--- config.mk ---
export PLATFORM = sky130hd
export DESIGN_NAME = rv32v_instr_queue
export DESIGN_NICKNAME = d
export VERILOG_FILES = /design/src/rtl/rv32v_instr_queue.sv
export SDC_FILE = /design/constraint.sdc
export NUM_CORES = 1
export LEC_CHECK = 0
export ABC_AREA = 1
export BUFFER_PORTS_ARGS = -buffer_cell sky130_fd_sc_hd__buf_2
export CORE_ASPECT_RATIO = 0.75
export CORE_MARGIN = 4
export CORE_UTILIZATION = 60
export DETAILED_ROUTE_END_ITERATION = 7
export HOLD_SLACK_MARGIN = 0.12
export PLACE_DENSITY = 0.85
export REMOVE_ABC_BUFFERS = 1
export SLEW_MARGIN = 20
export SYNTH_ARGS = -nofsm -noshare
export SYNTH_HDL_FRONTEND = slang
export SYNTH_SLANG_ARGS = --single-unit
--- constraint.sdc ---
create_clock -name CLK -period 6.4 [get_ports CLK]
set_input_delay 0 -clock CLK [delete_from_list [all_inputs] [get_ports CLK]]
set_output_delay 0 -clock CLK [all_outputs]
set_load 0.01 [all_outputs]
--- src/rtl/rv32v_instr_queue.sv ---
// Vector instruction queue between fetch and decode: circular buffer with flush/redirect FSM.
// Latency: enqueue visible at head one cycle after the accepting edge; head fields are combinational.
// Backpressure: enq_ready drops when full or flushing; busy_dec holds the head entry stable.
module rv32v_instr_queue #(
    parameter int DEPTH = 4,
    parameter int TAGW  = 16
) (
    input  logic                       CLK,
    input  logic                       RST,
    input  logic                       enq_valid,
    input  logic [31:0]                enq_instr,
    input  logic [TAGW-1:0]            enq_line,
    input  logic                       enq_fault,
    input  logic                       enq_mal,
    output logic                       enq_ready,
    input  logic                       busy_dec,
    input  logic                       csr_update,
    input  logic [TAGW-1:0]            restart_line,
    output logic [31:0]                instr,
    output logic [TAGW-1:0]            tb_line_num,
    output logic                       fault_insn,
    output logic                       mal_insn,
    output logic                       deq_valid,
    output logic                       redirect,
    output logic [TAGW-1:0]            redirect_line,
    output logic [$clog2(DEPTH):0]     count
);

    localparam int PW = $clog2(DEPTH);
    localparam int CW = PW + 1;
    localparam logic [CW-1:0] DEPTH_C = CW'(DEPTH);

    typedef enum logic {RUN = 1'b0, FLUSH = 1'b1} state_t;

    state_t            state_q, state_d;
    logic [PW-1:0]     head_q, head_d, tail_q, tail_d;
    logic [CW-1:0]     count_q, count_d;
    logic [TAGW-1:0]   redir_line_q, redir_line_d;
    logic [TAGW-1:0]   last_line_q, last_line_d;
    logic              do_enq, do_deq;

    logic [31:0]       instr_mem [DEPTH];
    logic [TAGW-1:0]   line_mem  [DEPTH];
    logic              fault_mem [DEPTH];
    logic              mal_mem   [DEPTH];

    always_comb begin
        state_d       = state_q;
        head_d        = head_q;
        tail_d        = tail_q;
        count_d       = count_q;
        redir_line_d  = redir_line_q;
        last_line_d   = last_line_q;
        enq_ready     = (state_q == RUN) && (count_q < DEPTH_C);
        deq_valid     = (state_q == RUN) && (count_q != '0);
        redirect      = (state_q == FLUSH);
        // Flush wins: any transfer in the csr_update cycle is dropped.
        do_enq        = enq_valid && enq_ready && !csr_update;
        do_deq        = deq_valid && !busy_dec && !csr_update;

        instr         = 32'h0;
        fault_insn    = 1'b0;
        mal_insn      = 1'b0;
        tb_line_num   = last_line_q;
        if (deq_valid) begin
            instr       = instr_mem[head_q];
            tb_line_num = line_mem[head_q];
            fault_insn  = fault_mem[head_q];
            mal_insn    = mal_mem[head_q];
        end

        if (do_enq) tail_d = tail_q + PW'(1);
        if (do_deq) begin
            head_d      = head_q + PW'(1);
            last_line_d = line_mem[head_q];
        end
        if (do_enq && !do_deq) count_d = count_q + CW'(1);
        if (!do_enq && do_deq) count_d = count_q - CW'(1);

        case (state_q)
            RUN:     state_d = csr_update ? FLUSH : RUN;
            FLUSH:   state_d = csr_update ? FLUSH : RUN;
            default: state_d = RUN;
        endcase

        if (csr_update) begin
            head_d       = '0;
            tail_d       = '0;
            count_d      = '0;
            redir_line_d = restart_line;
        end
    end

    always_ff @(posedge CLK) begin
        if (RST) begin
            state_q      <= RUN;
            head_q       <= '0;
            tail_q       <= '0;
            count_q      <= '0;
            redir_line_q <= '0;
            last_line_q  <= '0;
        end else begin
            state_q      <= state_d;
            head_q       <= head_d;
            tail_q       <= tail_d;
            count_q      <= count_d;
            redir_line_q <= redir_line_d;
            last_line_q  <= last_line_d;
        end
    end

    // Entry storage carries no reset; validity is tracked by count alone.
    always_ff @(posedge CLK) begin
        if (!RST && do_enq) begin
            instr_mem[tail_q] <= enq_instr;
            line_mem[tail_q]  <= enq_line;
            fault_mem[tail_q] <= enq_fault;
            mal_mem[tail_q]   <= enq_mal;
        end
    end

    assign redirect_line = redir_line_q;
    assign count         = count_q;

endmodule

==> results of run 1 <==
==> power by group through the flow <==
stage / clock (W) / sequential (W) / combinational [W]
6_report: 0.00131 / 0.00174 / 0.000200
5_1_grt: 0.00140 / 0.00174 / 0.000215
4_1_cts: 0.00129 / 0.00174 / 0.000190
3_5_place_dp: 0 / 0.00177 / 0.000145
3_3_place_gp: 0 / 0.00177 / 0.000140
2_1_floorplan: 0 / 0.00177 / 0.0000637
==> sequential cells by signal (all words and copies together), names as in the netlist, named ones only <==
signal,cells
redirect_line,16
mal_mem,4
instr_mem,128
last_line_q,16
redirect,1
line_mem,64
fault_mem,4
count,3
tail_q,2
head_q,2
==> synthesized netlist by cell type <==
cell / count / area share, %
o21bai_1: 1 / 0.078
o21ai_0: 53 / 2.8
buf_1: 1 / 0.039
buf_4: 7 / 0.55
xor2_1: 1 / 0.091
nor2_1: 230 / 9.0
buf_8: 2 / 0.31
buf_2: 18 / 0.94
clkbuf_2: 1 / 0.052
nand2_4: 2 / 0.24
clkbuf_1: 10 / 0.39
a22o_1: 16 / 1.5
ha_1: 5 / 0.65
dfxtp_1: 42 / 8.8
edfxtp_1: 200 / 63
nand3_1: 2 / 0.10
a21oi_1: 39 / 2.0
buf_6: 6 / 0.71
o21ai_2: 12 / 1.1
nand2_1: 54 / 2.1
inv_2: 2 / 0.078
o21ai_1: 71 / 3.7
nand4_1: 1 / 0.065
fa_1: 1 / 0.21
inv_4: 1 / 0.065
nand4_4: 1 / 0.22
nor2_2: 2 / 0.13
inv_1: 35 / 1.4
==> routing by layer <==
metal	up-vias	GRT usage [%]
met4	0	9.82
met5	-	0
li1	3256	-
met3	86	5.08
met2	484	45.2
met1	3423	37.2
==> cells by family after synthesis <==
kind of cell             count (synthesis)  share of synthesized area (%)
AO/OA/AOI/OAI                          192                           11.2
AND/OR/NAND/NOR                        292                           11.9
adder cells (fa/ha/maj)                  6                          0.862
XOR/XNOR                                 1                         0.0915
buffers and inverters                   83                           4.51
flip-flops                             242                           71.5
==> layout make-up <==
type,instances,area [sq um],share of cell area [%]
Tap cell,205,256,2.15
Clock inverter,7,62.6,0.524
Timing Repair Buffer,238,1650,13.8
Clock buffer,33,653,5.47
Inverter,38,145,1.21
Sequential cell,242,6850,57.3
Multi-Input combinational cell,491,2330,19.5
==> per-stage QoR <==
stage          std cells  area [sq um]  setup slack, ps  util [%]
6_report            1254         12000             2990      77.5
3_5_place_dp        1125         10300             3630      67.1
2_1_floorplan        771          9290             2710         -
3_3_place_gp        1125         10300             3680      67.1
4_1_cts             1254         12000             3040      77.5
5_1_grt             1254         12000             2760      77.5
==> final timing paths <==
check                               from                           to  cells after the start
max                            flip-flop               tb_line_num[3]                      7
min                        enq_instr[22]   instr_mem[1][22]$_DFFE_PP_                      2
max reg2reg                    flip-flop  last_line_q[5]$_SDFFE_PP0N_                      6
min reg2reg  last_line_q[2]$_SDFFE_PP0N_  last_line_q[2]$_SDFFE_PP0N_                      4
==> timing repair <==
action	CTS	global route
setup buffers	0	0
hold endpoints to repair	226	0
hold buffers	89	0
==> run metrics, run 1 <==
maximum level of the CTS H-tree=1; final wirelength=25200 microns; critical path endpoint category=output port; Worst-path clk slew=70 ps; Area growth syn-to-layout=24.8%; largest net degree at the start of global routing=102; routed length per instance=20.1 microns; setup repair after global routing missed its margin=false; most frequent cells in the layout=226 x nor2_1, 200 x edfxtp_1, 142 x buf_2, 89 x dlygate4sd3_1, 71 x o21ai_1; CP max stage cell=dfxtp_4; worst skew pair latency=510 ps; Hold WS=~250 ps; Worst slew margin=27.8%; worst path cell trace=inv_2 -> buf_4 -> o21ai_0 -> o21ai_1 -> nand2_1 -> o21ai_1 -> buf_2; family with the most delay on the worst path=buffers and inverters; Met2 Wirelength=around 12000 microns; grt ovf=0; Unique masters post-synth=28; Initial Util=just over 60%; Worst Path Max Fanout=101; ratio of final minimum period to clock period=about 53%; Syn Inst Count=around 820; vias per inst=5.78; switching share of power=21.2%; Crit Path Class=flip-flop to output port; DR top layer=met4; synthesized cell area=approximately 9600 sq um; Port Buffers=~140; core footprint=15400 sq um; Inserted Diodes=0; Max IR drop VDD=0.210 mV; overall global routing resource usage=27.5%; most used cell along the critical path=o21ai_1; yosys warns=0; DIE WIDTH=154 microns; buffers and inverters on the worst path=3; Final setup viols=0; Hold Fails Final Rpt=0; worst slew pin tran=1080 ps; power density of the placed cells=~270 nW/um^2; metal1 wirelength=approximately 9500 microns; nets@finish=1110; TritonCTS clock tree=yes; #FFs+latches synth=242; RD Place Congestion=0.768; WP data required=6400 ps; Tot Pwr=approximately 0.0032 W; root buf cell=clkbuf_16; met3 wire length=2560 microns; TNS Setup=0 ps; CTS Sinks=242; Resized cells post-CTS=0; leak pwr=4.69 nW; Detail Route Antenna Nets=0; Power Internal=about 0.0026 W; vias in the first global route=7137; maxcap violations=0; layout cells sized above 1=19.8%; Peak Freq=0.294 GHz; Psw=0.000689 W; # DRC=0; status=finished, final reports clean; row count=39; Min Clock Period, post-route=between 3000 and 4000 ps; CP arrival=3410 ps; Seq pwr share=53.5%; Final Max Tran Viols=0; clock skew=around 15 ps; Die Ht=around 120 microns; Hold Path Class=input port to flip-flop; Layout fillers=848; startpoint class of the critical path=flip-flop; drt initial violations=838; die area=18100 sq um; first-pass GRT wire length=39300 microns; Reg2Reg Setup Slack=3520 ps; Clk pwr share=between 40 and 50%; initial antenna violation count=0; via count=7249; clk buf depth=3; CP peak stage delay=1060 ps; sequential area share after synthesis=between 70% and 80%; syn avg cell area=between 10 and 15 sq um; First-pass DRT Iterations=5; Num CTS Buffers=22; most common cell after layout, fill and taps aside=nor2_1; HPWL Detailed=12300 microns; I/O pins=143; Logic pwr share=6.2%
No activity file was read; power rests on OpenSTA's default activity.
==> inputs of run 2 (changes only) <==
--- a/config.mk
+++ b/config.mk
@@ -5,14 +5,14 @@
 export SDC_FILE = /design/constraint.sdc
 export NUM_CORES = 1
 export LEC_CHECK = 0
-export ABC_AREA = 1
+export ABC_AREA = 0
 export BUFFER_PORTS_ARGS = -buffer_cell sky130_fd_sc_hd__buf_2
 export CORE_ASPECT_RATIO = 0.75
 export CORE_MARGIN = 4
-export CORE_UTILIZATION = 60
+export CORE_UTILIZATION = 56
 export DETAILED_ROUTE_END_ITERATION = 7
 export HOLD_SLACK_MARGIN = 0.12
-export PLACE_DENSITY = 0.85
+export PLACE_DENSITY = 0.81
 export REMOVE_ABC_BUFFERS = 1
 export SLEW_MARGIN = 20
 export SYNTH_ARGS = -nofsm -noshare
==> constraint.sdc (replaced) <==
create_clock -name CLK -period 3.3 [get_ports CLK]
set_input_delay 0 -clock CLK [delete_from_list [all_inputs] [get_ports CLK]]
set_output_delay 0 -clock CLK [all_outputs]
set_load 0.01 [all_outputs]
==> run 2 against run 1 <==
Worst setup slack worse by 2200 ps; sequential power rose by 93%; via count decreased by 24%; utilization fell by 3.4 points; register-to-register slack got worse by 2700 ps; non-clock buffer count increased by 17; global-route usage is 4.7 points lower; wire length down 17%; die area up 3.5%; final cell count decreased by 23%; hold slack got worse by 100 ps; clock skew decreased by 0.88 ps; critical endpoint is now tb_line_num[15].
==> run metrics, run 2 <==
status=finished, final reports clean; Detail Route Antenna Nets=0 (unchanged); setup slack after layout=751 ps (-2240 ps); Initial Util=57.5% (-4.6 points); Port Buffers=142 (unchanged); RR Startpoint=redirect$_SDFF_PP0_; register area=6850 sq um (about the same); Area contributors post-synth=edfxtp_1 65%, mux4_2 12%, dfxtp_1 9.1%; post-route core utilization=74.1% (-3.4 points); initial antenna violation count=0 (unchanged); area leader, netlist=edfxtp_1; drt initial violations=443 (-47%); power density of the placed cells=513 nW/um^2 (+89%); Num CTS Buffers=22 (unchanged); WP data required=3300 ps (-3100 ps); Min Clock Period, post-route=between 2000 and 3000 ps; TritonCTS clock tree=yes; Yosys top cell area share=64.8% (+2.1 points); core footprint=16100 sq um (+4.5%); final wirelength=20800 microns (-17%); overall global routing resource usage=22.8% (-4.7 points); routed length per instance=21.5 microns (+6.9%); first-pass GRT wire length=33200 microns (-16%); Hold WS=147 ps (-100 ps); synthesized cell area=9270 sq um (-3.2%); post-route cell area=11900 sq um (about the same); R2R cell count=7 (+1); worst slew pin tran=1160 ps (+72.8 ps); #FFs+latches synth=242 (unchanged); Post-CTS Setup Bufs=0 (unchanged); # DRC=0 (unchanged); CP arrival=2550 ps (-860 ps); Async SR Flop Fraction=0% (unchanged); Worst slew margin=22.5% (-5.3 points); Setup Slack @ Placement=898 ps (-2730 ps); via count=5530 (-24%); Biggest register=instr_mem; yosys warns=0 (unchanged); HPWL Detailed=11900 microns (-3.6%); count leader, synth=edfxtp_1; maximum level of the CTS H-tree=1 (unchanged); row count=40 (+2.6%); Max IR drop VDD=0.415 mV (+97%); nets@finish=822 (-26%); Syn Inst Count=497 (-39%); CTS Sinks=242 (unchanged); leak pwr=4.38 nW (-6.7%); Unique masters post-synth=29 (+3.6%); maxcap violations=0 (unchanged); crit path launch=count[2]$_SDFFE_PP0P_; ratio of final minimum period to clock period=77.2%; DIE WIDTH=157 microns (+1.7%); clock skew=14.1 ps (-0.884 ps); area of the multi-input gates=2300 sq um (-1.4%); Peak Freq=0.392 GHz; worst skew pair latency=500 ps (about the same); layout cells sized above 1=34.4% (+15 points); area post-placement=10300 sq um (-0.86%); largest net degree at the start of global routing=40 (-61%); Largest regs=instr_mem x128, line_mem x64; setup repair after global routing missed its margin=false; most frequent cells in the layout=200 x edfxtp_1, 142 x buf_2, 100 x dlygate4sd3_1, 50 x mux4_2, 40 x dfxtp_1; Hold Path Class=input port to flip-flop; Reg2Reg Setup Slack=870 ps (-2650 ps); reg2reg end=count[2]$_SDFFE_PP0P_; max reg flops=128 (unchanged); syn avg cell area=18.6 sq um (+59%); RD Place Congestion=0.748 (-2.7%); Layout fillers=939 (+11%); die area=18700 sq um (+3.5%); TNS Setup=0 ps (unchanged); critical path endpoint category=output port; Worst Path Max Fanout=22 (-78%); Crit Path Class=flip-flop to output port; number of synthesized flops with an enable pin=200 (unchanged); startpoint class of the critical path=flip-flop; most common cell after layout, fill and taps aside=edfxtp_1; critical path capture point=tb_line_num[15]; grt ovf=0 (unchanged); First-pass DRT Iterations=5 (unchanged); Inserted Diodes=0 (unchanged); Synth Flop Type=edfxtp_1; vias in the first global route=5950 (-17%); top cells by count, synth=200 x edfxtp_1, 50 x mux4_2, 42 x dfxtp_1; Area growth syn-to-layout=28.8%; Final setup viols=0 (unchanged); vias per inst=5.71 (-1.3%); sequential area share after synthesis=73.9% (+2.4 points); Final Max Tran Viols=0 (unchanged); Worst-path clk slew=70 ps (about the same); root buf cell=clkbuf_16; Die Ht=119 microns (+1.7%); clk buf depth=3 (unchanged); I/O pins=143 (unchanged); Hold Fails Final Rpt=0 (unchanged)
run 2: cell types whose count changed after synthesis, moves of 8 or more:
| cell | before | now |
|---|---|---|
| a22o_1 | 16 | 0 |
| and2_1 | 0 | 34 |
| o21ai_2 | 12 | 0 |
| buf_2 | 18 | 10 |
| nand2_1 | 54 | 0 |
| mux2_2 | 0 | 16 |
| o21ai_0 | 53 | 17 |
| inv_1 | 35 | 3 |
| nor2_1 | 230 | 24 |
| mux2i_1 | 0 | 18 |
| a21oi_1 | 39 | 20 |
| mux4_2 | 0 | 50 |
| nand3_1 | 2 | 16 |
| o21ai_1 | 71 | 0 |
run 2: routing by layer:
layer	share of wire [%]	up-vias	GRT usage, %
met1	41	2792	31.9
met3	7.5	45	4.40
met5	0	-	0
li1	-	2446	-
met4	3.1	0	7.59
met2	48	247	36.7
run 2: kinds of logic after synthesis:
kind of cell	synth area share (%)
AO/OA/AOI/OAI	2.16
XOR/XNOR	0.284
adder cells (fa/ha/maj)	0.891
buffers and inverters	1.61
flip-flops	73.9
multiplexers	16.0
AND/OR/NAND/NOR	5.16
run 2: critical path, cell delays in order, from the launching register on:
cell	delay, ps
dfxtp_1	460
nor3_2	90
buf_4	220
nor2_4	390
buf_4	350
mux2_2	380
buf_2	160
run 2: worst min path at each step:
| stage | end | cells past startpoint | start |
|---|---|---|---|
| 5_1_grt | tail_q[1]$_SDFFE_PP0P_ | 5 | enq_valid |
| 3_3_place_gp | instr_mem[0][26]$_DFFE_PP_ | 1 | enq_instr[26] |
| 4_1_cts | tail_q[0]$_SDFFE_PP0P_ | 5 | enq_valid |
| 2_1_floorplan | last_line_q[0]$_SDFFE_PP0N_ | 1 | RST |
| 3_5_place_dp | line_mem[2][10]$_DFFE_PP_ | 1 | enq_line[10] |
| 6_report | tail_q[0]$_SDFFE_PP0P_ | 5 | enq_valid |
run 2: repair_timing:
| item | 4_1_cts | 5_1_grt |
|---|---|---|
| gates resized for setup | 0 | 0 |
| setup endpoints to repair | 0 | 0 |
| hold buffers | 100 | 0 |
| hold endpoints to repair | 235 | 0 |
run 2: through the flow:
stage                     power [W]  std cells
final                       0.00612        969
after global routing        0.00633        969
after global placement      0.00364        831
after detailed placement    0.00366        831
after CTS                   0.00614        969
after floorplan             0.00352        466
run 2: area by class of cell:
class,count,share of cell area [%]
Inverter,3,0.0943
Timing Repair Buffer,255,15.4
Clock buffer,28,5.05
Multi-Input combinational cell,221,19.2
Clock inverter,10,0.671
Sequential cell,242,57.4
Tap cell,210,2.20
run 2: where the power goes:
part	total [W]	internal (W)	switching (W)
registers	0.00336	0.00334	0.0000181
clock network	0.00241	0.00137	0.00104
logic	0.000356	0.000187	0.000169
==> inputs of run 3 (changes only) <==
--- a/config.mk
+++ b/config.mk
@@ -5,14 +5,14 @@
 export SDC_FILE = /design/constraint.sdc
 export NUM_CORES = 1
 export LEC_CHECK = 0
-export ABC_AREA = 0
+export ABC_AREA = 1
 export BUFFER_PORTS_ARGS = -buffer_cell sky130_fd_sc_hd__buf_2
 export CORE_ASPECT_RATIO = 0.75
 export CORE_MARGIN = 4
-export CORE_UTILIZATION = 56
+export CORE_UTILIZATION = 51
 export DETAILED_ROUTE_END_ITERATION = 7
 export HOLD_SLACK_MARGIN = 0.12
-export PLACE_DENSITY = 0.81
+export PLACE_DENSITY = 0.77
 export REMOVE_ABC_BUFFERS = 1
 export SLEW_MARGIN = 20
 export SYNTH_ARGS = -nofsm -noshare
==> constraint.sdc (replaced) <==
create_clock -name CLK -period 2.1 [get_ports CLK]
set_input_delay 0 -clock CLK [delete_from_list [all_inputs] [get_ports CLK]]
set_output_delay 0 -clock CLK [all_outputs]
set_load 0.01 [all_outputs]
==> run 3 against run 2 <==
Clock-buffer cell count rose by 1; sequential power is 57% higher; utilization fell by 8.4 points; via count rose by 22%; cell area grew 1.5%; power grew 56%; largest power group unchanged; highest routed layer unchanged.
==> run metrics, run 3 (synthesis gave the netlist of run 1 again) <==
post-route cell area=12100 sq um (+1.5%); worst path cell trace=nor2_2 -> nand2_2 -> nor2_1 -> inv_1 -> ha_1 -> fa_2 -> nor2_1 -> nor2_1 -> nand2_1 -> o21ai_0 -> a21oi_1; initial antenna violation count=0 (unchanged); area post-placement=10500 sq um (+2.8%); Largest regs=instr_mem x128, line_mem x64; Post-CTS Setup Bufs=0 (unchanged); worst skew pair latency=510 ps (about the same); reg2reg end=count[2]$_SDFFE_PP0P_; status=finished, final reports clean; area of the multi-input gates=2340 sq um (+2.1%); CP arrival=2450 ps (-100 ps); power density of the placed cells=787 nW/um^2 (+53%); most used cell along the critical path=nor2_1; row count=43 (+7.5%); Tot Pwr=0.00954 W (+56%); WP data required=2530 ps (-770 ps); Area growth syn-to-layout=26.5%; Num CTS Buffers=23 (+4.5%); Setup Slack @ Placement=223 ps (-675 ps); Worst slew margin=52.5% (+30 points); CP peak stage delay=360 ps (-100 ps); TritonCTS clock tree=yes; RR Startpoint=count[2]$_SDFFE_PP0P_; Layout fillers=1306 (+39%); Final Max Tran Viols=0 (unchanged); Hold Path Origin=enq_instr[19]; core footprint=18500 sq um (+15%); Peak Freq=about 0.49 GHz; register area=6850 sq um (unchanged); clock skew=15.6 ps (+1.52 ps); setup repair after global routing missed its margin=true; root buf cell=clkbuf_16; Inserted Diodes=0 (unchanged); CP max stage cell=fa_2; leak pwr=4.72 nW (+8.0%); TNS Setup=0 ps (unchanged); Biggest register=instr_mem; family with the most delay on the worst path=simple AND/OR/NAND/NOR gates; HPWL Detailed=12200 microns (+3.0%); I/O pins=143 (unchanged); RD Place Congestion=0.800 (+7.0%); most common cell after layout, fill and taps aside=nor2_1; die area=21100 sq um (+13%); Min Clock Period, post-route=~2000 ps; Port Buffers=142 (unchanged); drt initial violations=625 (+41%); stages on the worst setup path=11 (+5); critical path capture point=count[2]$_SDFFE_PP0P_; Final setup viols=0 (unchanged); Crit Path Class=flip-flop to flip-flop; Worst Path Max Fanout=4 (-82%); crit path launch=count[2]$_SDFFE_PP0P_; # DRC=0 (unchanged); layout cells sized above 1=20.5% (-14 points); ratio of final minimum period to clock period=between 90% and 100%; worst slew pin tran=712 ps (-444 ps); First-pass DRT Iterations=5 (unchanged); Max IR drop VDD=0.766 mV (+84%); maximum level of the CTS H-tree=1 (unchanged); Worst-path clk slew=60 ps (about the same); Initial Util=51.9% (-5.6 points); Die Ht=127 microns (+6.1%); critical path endpoint category=flip-flop; maxcap violations=0 (unchanged); max reg flops=128 (unchanged); overall global routing resource usage=20.6% (-2.2 points); largest net degree at the start of global routing=63 (+57%); vias in the first global route=6694 (+13%); buffers and inverters on the worst path=1 (-2); CTS Sinks=242 (unchanged); vias per inst=5.17 (-9.4%); via count=6751 (+22%); final wirelength=22000 microns (+5.5%); grt ovf=0 (unchanged); Hold WS=233 ps (+85.6 ps); R2R cell count=11 (+4); Detail Route Antenna Nets=0 (unchanged); Hold Path Class=input port to flip-flop; nets@finish=1120 (+36%); routed length per instance=16.9 microns (-22%); DIE WIDTH=166 microns (+6.2%); startpoint class of the critical path=flip-flop; first-pass GRT wire length=35200 microns (+6.2%); most frequent cells in the layout=225 x nor2_1, 200 x edfxtp_1, 142 x buf_2, 88 x dlygate4sd3_1, 69 x o21ai_1; setup slack after layout=73.5 ps (-677 ps); Hold Fails Final Rpt=0 (unchanged); clk buf depth=3 (unchanged); Reg2Reg Setup Slack=70 ps (-800 ps)
run 3: worst reg2reg max path, delay by kind of cell (launching register included):
| kind | cells | cell delay (ps) |
|---|---|---|
| fa+ha+maj | 2 | 610 |
| buf+inv | 1 | 80 |
| flops | 1 | 350 |
| simple gates | 6 | 640 |
| compound gates | 2 | 260 |
run 3: worst min-delay path by stage:
stage / to / cells past startpoint
4_1_cts: instr_mem[2][19]$_DFFE_PP_ / 2
6_report: instr_mem[0][19]$_DFFE_PP_ / 2
3_5_place_dp: redirect_line[8]$_SDFFE_PP0P_ / 2
3_3_place_gp: redirect_line[2]$_SDFFE_PP0P_ / 2
2_1_floorplan: fault_mem[0]$_DFFE_PP_ / 0
5_1_grt: instr_mem[0][17]$_DFFE_PP_ / 2
run 3: area by class of cell:
cell class | count | share of cell area (%)
timing repair buffer | 247 | 15.0
tap | 247 | 2.55
multi-input combinational | 491 | 19.3
clock buffer | 29 | 4.94
clock inverter | 11 | 0.413
sequential | 242 | 56.5
inverter | 38 | 1.24
run 3: per-stage QoR:
stage | util [%] | instances
2_1_floorplan | - | 771
3_3_place_gp | 57.1 | 1176
3_5_place_dp | 57.1 | 1176
4_1_cts | 65.4 | 1304
5_1_grt | 65.7 | 1305
6_report | 65.7 | 1305
run 3: repair_timing:
action                     in CTS  in global routing
gates resized for setup         0                 10
setup endpoints to repair       0                 16
hold buffers                   88                  0
hold endpoints to repair      241                  0
run 3: per-layer routing:
metal	GRT usage [%]	wire length [microns]
met1	28.2	9500
met2	34.3	10600
met3	3.80	1330
met4	6.06	557
met5	0	0
run 3: power breakdown:
group,internal [W],switching (W),total (W)
Combinational,0.000275,0.000329,0.000604
Sequential,0.00526,0.0000255,0.00528
Clock,0.00201,0.00165,0.00365
